$ cat src/rtl/alu_pd_switch.sv
// ALU power-domain responder: power-switch state machine with programmable
// ramps, output isolation of the ALU result path, domain reset, power-good,
// sticky isolation-ordering error flag and a saturating OFF-cycle counter.
module alu_pd_switch #(
    parameter int                RAMP_UP_CYCLES = 4,
    parameter int                RAMP_DN_CYCLES = 2,
    parameter int                DATA_W         = 8,
    parameter logic [DATA_W-1:0] CLAMP_VAL      = '0
) (
    input  logic              clk,
    input  logic              rst_n,
    input  logic [3:0]        iso_ctrl,
    input  logic [3:0]        psw_ctrl,
    input  logic [DATA_W-1:0] alu_result_in,
    input  logic              alu_valid_in,
    output logic [DATA_W-1:0] alu_result_out,
    output logic              alu_valid_out,
    output logic              pwr_good,
    output logic [1:0]        domain_state,
    output logic              alu_rst_n,
    output logic              iso_err,
    output logic [15:0]       off_cycles
);

    // state      | meaning
    // ST_ON      | domain powered, isolation follows iso_ctrl
    // ST_RAMP_DN | switch turning off, counting RAMP_DN_CYCLES
    // ST_OFF     | domain unpowered, off_cycles counting
    // ST_RAMP_UP | switch turning on, counting RAMP_UP_CYCLES (full ramp always)
    typedef enum logic [1:0] {
        ST_ON      = 2'd0,
        ST_RAMP_DN = 2'd1,
        ST_OFF     = 2'd2,
        ST_RAMP_UP = 2'd3
    } state_t;

    localparam int RAMP_MAX = (RAMP_UP_CYCLES > RAMP_DN_CYCLES) ? RAMP_UP_CYCLES : RAMP_DN_CYCLES;
    localparam int CNT_W    = (RAMP_MAX > 1) ? $clog2(RAMP_MAX) : 1;
    localparam logic [CNT_W-1:0] CNT_UP_LOAD = CNT_W'(RAMP_UP_CYCLES - 1);
    localparam logic [CNT_W-1:0] CNT_DN_LOAD = CNT_W'(RAMP_DN_CYCLES - 1);

    state_t            state_q, state_d;
    logic [CNT_W-1:0]  cnt_q, cnt_d;
    logic [DATA_W-1:0] result_q, result_d;
    logic              valid_q, valid_d;
    logic              pwr_good_q, pwr_good_d;
    logic              alu_rst_n_q, alu_rst_n_d;
    logic              iso_err_q, iso_err_d;
    logic [15:0]       off_cycles_q, off_cycles_d;

    logic req_off;
    logic unused_ctrl_bits;

    assign req_off          = psw_ctrl[1];
    assign unused_ctrl_bits = ^{iso_ctrl[3:2], psw_ctrl[3:2], psw_ctrl[0]};

    // Next-state, ramp counter, isolation and status computation.
    always_comb begin
        state_d      = state_q;
        cnt_d        = cnt_q;
        iso_err_d    = iso_err_q;
        off_cycles_d = off_cycles_q;

        unique case (state_q)
            ST_ON: begin
                if (req_off) begin
                    state_d = ST_RAMP_DN;
                    cnt_d   = CNT_DN_LOAD;
                    // Power-down must only start with both data and valid clamped.
                    if (iso_ctrl[1:0] != 2'b11) begin
                        iso_err_d = 1'b1;
                    end
                end
            end
            ST_RAMP_DN: begin
                if (!req_off) begin
                    state_d = ST_RAMP_UP;
                    cnt_d   = CNT_UP_LOAD;
                end else if (cnt_q == '0) begin
                    state_d = ST_OFF;
                end else begin
                    cnt_d = cnt_q - 1'b1;
                end
            end
            ST_OFF: begin
                if (!req_off) begin
                    state_d = ST_RAMP_UP;
                    cnt_d   = CNT_UP_LOAD;
                end
                if (off_cycles_q != 16'hFFFF) begin
                    off_cycles_d = off_cycles_q + 16'd1;
                end
            end
            ST_RAMP_UP: begin
                if (req_off) begin
                    state_d = ST_RAMP_DN;
                    cnt_d   = CNT_DN_LOAD;
                end else if (cnt_q == '0) begin
                    state_d = ST_ON;
                end else begin
                    cnt_d = cnt_q - 1'b1;
                end
            end
            default: begin
                state_d = ST_ON;
                cnt_d   = '0;
            end
        endcase

        // Clamp uses the current registered state, so the first ON cycle is still clamped.
        result_d    = (iso_ctrl[0] || (state_q != ST_ON)) ? CLAMP_VAL : alu_result_in;
        valid_d     = (iso_ctrl[1] || (state_q != ST_ON)) ? 1'b0 : alu_valid_in;
        pwr_good_d  = (state_d == ST_ON);
        alu_rst_n_d = (state_d == ST_ON);
    end

    // Single state/output register bank with asynchronous active-low reset.
    always_ff @(posedge clk or negedge rst_n) begin
        if (!rst_n) begin
            state_q      <= ST_ON;
            cnt_q        <= '0;
            result_q     <= CLAMP_VAL;
            valid_q      <= 1'b0;
            pwr_good_q   <= 1'b1;
            alu_rst_n_q  <= 1'b1;
            iso_err_q    <= 1'b0;
            off_cycles_q <= '0;
        end else begin
            state_q      <= state_d;
            cnt_q        <= cnt_d;
            result_q     <= result_d;
            valid_q      <= valid_d;
            pwr_good_q   <= pwr_good_d;
            alu_rst_n_q  <= alu_rst_n_d;
            iso_err_q    <= iso_err_d;
            off_cycles_q <= off_cycles_d;
        end
    end

    assign alu_result_out = result_q;
    assign alu_valid_out  = valid_q;
    assign pwr_good       = pwr_good_q;
    assign domain_state   = state_q;
    assign alu_rst_n      = alu_rst_n_q;
    assign iso_err        = iso_err_q;
    assign off_cycles     = off_cycles_q;

endmodule

$ cat config.mk
export PLATFORM = sky130hd
export DESIGN_NAME = alu_pd_switch
export DESIGN_NICKNAME = d
export VERILOG_FILES = /design/src/rtl/alu_pd_switch.sv
export SDC_FILE = /design/constraint.sdc
export NUM_CORES = 1
export LEC_CHECK = 0
export BUFFER_PORTS_ARGS = -buffer_cell sky130_fd_sc_hd__buf_2
export CELL_PAD_IN_SITES_DETAIL_PLACEMENT = 1
export CELL_PAD_IN_SITES_GLOBAL_PLACEMENT = 2
export CORE_MARGIN = 8
export CORE_UTILIZATION = 30
export CTS_CLUSTER_SIZE = 28
export DETAILED_ROUTE_END_ITERATION = 10
export MAX_ROUTING_LAYER = met4
export PLACE_DENSITY_LB_ADDON = 0.1
export SLEW_MARGIN = 30
export SYNTH_ARGS = -nofsm -noshare
export SYNTH_HDL_FRONTEND = slang
export SYNTH_SLANG_ARGS = --single-unit
$ cat constraint.sdc
create_clock -name clk -period 2.5 [get_ports clk]
set_clock_uncertainty 0.15 [all_clocks]
set_input_delay 0.75 -clock clk [delete_from_list [all_inputs] [get_ports clk]]
set_output_delay 0.75 -clock clk [all_outputs]
set_load 0.02 [all_outputs]
==> metrics <==
reg-to-reg endpoint=off_cycles[14]$_DFFE_PN0P_; P_leak=0.960 nW; crit path time final=1.99 ns; CTS tree=done; n_diodes=0; Yosys Warn Count=0; final worst-path cycle share=79.7%; first-pass GRT wire length=6.09 mm; Ports=49; status=finished clean; number of synthesized flops with an enable pin=0; Fmax=502 MHz; Hold Worst Slack=0.314 ns; Peak supply drop=0.000326 V; Layout Nets=188; Min-Delay Endpoint=iso_err$_DFFE_PN0P_; R2R setup slack=0.51 ns; Area Growth Syn to Fin=26.7%; DRT iter0 DRCs=47; Crit Path Max Fanout=10; max cap viols=0; antenna violations before repair=0; Post-CTS Setup Bufs=0; CTS Hold Bufs=0; Reg2Reg Launch Point=domain_state[1]$_DFF_PN0_; final hold vios=0; GPL Wtd Cong=0.733; Post-Synthesis Cell Area=1430 um^2; flops & latches, synth=31; Via density=4.88; H-Tree Depth=2; Antenna Nets Post-Route=0; post-cts gate resize count=0; Routed wire per std cell=15.5 um; crit end category=flip-flop; power per cell area=897 nW/um^2; Detailed Routing Iterations Pass 1=3; Synth Area per Inst=11.9 um^2; CP Class=flip-flop to flip-flop; Worst Hold Class=flip-flop to flip-flop; register area share after synthesis=54.3%; actual slew at the worst max-slew pin=0.713 ns; DRT Wirelength=3.46 mm; CP startpoint kind=flip-flop; Die Span Y=85.0 um; GRT Total Usage=11.1%; largest net degree at the start of global routing=32; share of cells above drive strength 1=37.9%; input/output buffers=43; syn_nets=140; number of global-route vias before repair=1232; Final Setup Violations=0; number of CTS-inserted buffers=5; clk buf depth=2; TritonCTS Sinks=31; RSZ-0062 raised after global routing=false; Slew HR=52.5%; Required @ worst endpoint=2.52 ns; Worst-path clk slew=0.07 ns; DRC=0; Initial Utilization=30.7%; total power=1.63 mW; Synth Flop Type=dfrtp_1; Skew-Pair Late Insertion Delay=0.28 ns; Core Box Area=4660 um^2; CP arrival=2.01 ns; DP HPWL=2.58 mm; DR vias=1089; max-slew violations=0; Async SR Flop Fraction=100%; Distinct cells, synth=40; aggregate global routing overflow=0; min-delay src=iso_err$_DFFE_PN0P_; total negative slack=0 ns; die area=7230 um^2; Root Driver=clkbuf_8; hold depth=1; r2r worst-path depth=4; die width=85.0 um; site row count=25; Mapped Cells=120
==> flip-flops by register name (all words and copies together) (netlist names) <==
| register | flops |
|---|---|
| cnt_q | 2 |
| alu_result_out | 8 |
| alu_rst_n | 1 |
| iso_err | 1 |
| off_cycles | 16 |
| alu_valid_out | 1 |
| domain_state | 2 |
==> worst max path at each step <==
stage | start | cells past startpoint | slack [ns] | endpoint
2_1_floorplan | off_cycles[0]$_DFFE_PN0P_ | 5 | 0.41 | off_cycles[14]$_DFFE_PN0P_
3_3_place_gp | domain_state[1]$_DFF_PN0_ | 4 | 0.49 | off_cycles[14]$_DFFE_PN0P_
3_5_place_dp | domain_state[1]$_DFF_PN0_ | 4 | 0.50 | off_cycles[14]$_DFFE_PN0P_
4_1_cts | domain_state[1]$_DFF_PN0_ | 4 | 0.49 | off_cycles[14]$_DFFE_PN0P_
5_1_grt | domain_state[1]$_DFF_PN0_ | 4 | 0.41 | off_cycles[14]$_DFFE_PN0P_
6_report | domain_state[1]$_DFF_PN0_ | 4 | 0.51 | off_cycles[14]$_DFFE_PN0P_
==> report_power, final <==
group | internal [mW] | leakage [nW] | switching, mW
sequential | 0.595 | 0.407 | 0.0982
clock | 0.322 | 0.0612 | 0.194
combinational | 0.165 | 0.492 | 0.251
total | 1.08 | 0.960 | 0.543
==> worst max-delay path, cell delays in order, from the launching register on <==
cell      delay [ns]
dfrtp_1         0.55
nand2b_4        0.17
or4_4           0.57
nor2_2          0.11
mux2_1          0.32
==> cell usage in the layout (no fill, tap or decap), types with 3 or more instances in the layout <==
cell type,n
nand2_1,6
and2_1,8
xor2_1,10
nor4_1,3
xnor2_1,3
buf_2,43
nor3_1,5
inv_1,3
clkbuf_8,6
nand4_1,4
dfrtp_1,30
nand3_1,5
nor2_1,6
==> kinds of logic (layout without fill, tap and decap cells) <==
group                      count (synthesis)  in the layout  share of synthesized area [%]
AOI/OAI and AO/OA                          9              9                           4.46
xor gates and xnor gates                  13             13                           7.96
adders and majority gates                  1              1                          0.875
buffers and inverters                      7             56                           3.15
DFF                                       31             31                           54.3
muxes                                      2              2                           1.84
and+or+nand+nor                           57             57                           27.4
==> metrics by stage <==
step | area (um^2) | instances | setup WS, ns | utilization, %
final | 1810 | 223 | 0.509 | 38.9
after global routing | 1810 | 223 | 0.408 | 38.9
after floorplan | 1430 | 120 | 0.414 | -
after global placement | 1690 | 215 | 0.489 | 36.3
after CTS | 1810 | 223 | 0.487 | 38.9
after detailed placement | 1690 | 215 | 0.496 | 36.3
==> cells in the mapped netlist (all sizes together), types with 2 or more instances <==
master  count  share of area, %
dfrtp      30                52
xor2       10               6.1
and2        8               3.5
nor2        8               2.4
nand2       6               1.6
nand4       6               4.1
nor3        6               2.4
nand3       5               1.7
nor4        5               4.3
buf         3               2.1
inv         3              0.79
nand2b      3               1.8
xnor2       3               1.8
a21oi       2              0.70
mux2        2               1.8
nor2b       2              0.87
nor4b       2               1.2
o21a        2               1.0
==> metal layers <==
metal	global-route usage [%]	part of all wire, %	vias up	wire length, um
met4	5.50	2.6	0	89
met3	4.63	6.2	9	214
met2	17.5	48	30	1670
met5	-	0	-	0
li1	-	-	519	-
met1	11.8	43	531	1490
==> final cells by class <==
class / count / area [um^2]
fillers: 533 / 2850
flip-flops and latches: 31 / 777
multi-input cells: 82 / 608
repair buffers: 45 / 230
clock buffers: 6 / 82.6
well taps: 54 / 67.6
clock inverters: 2 / 35.0
inverters: 3 / 11.3
Power figures use the tool's default switching activity.
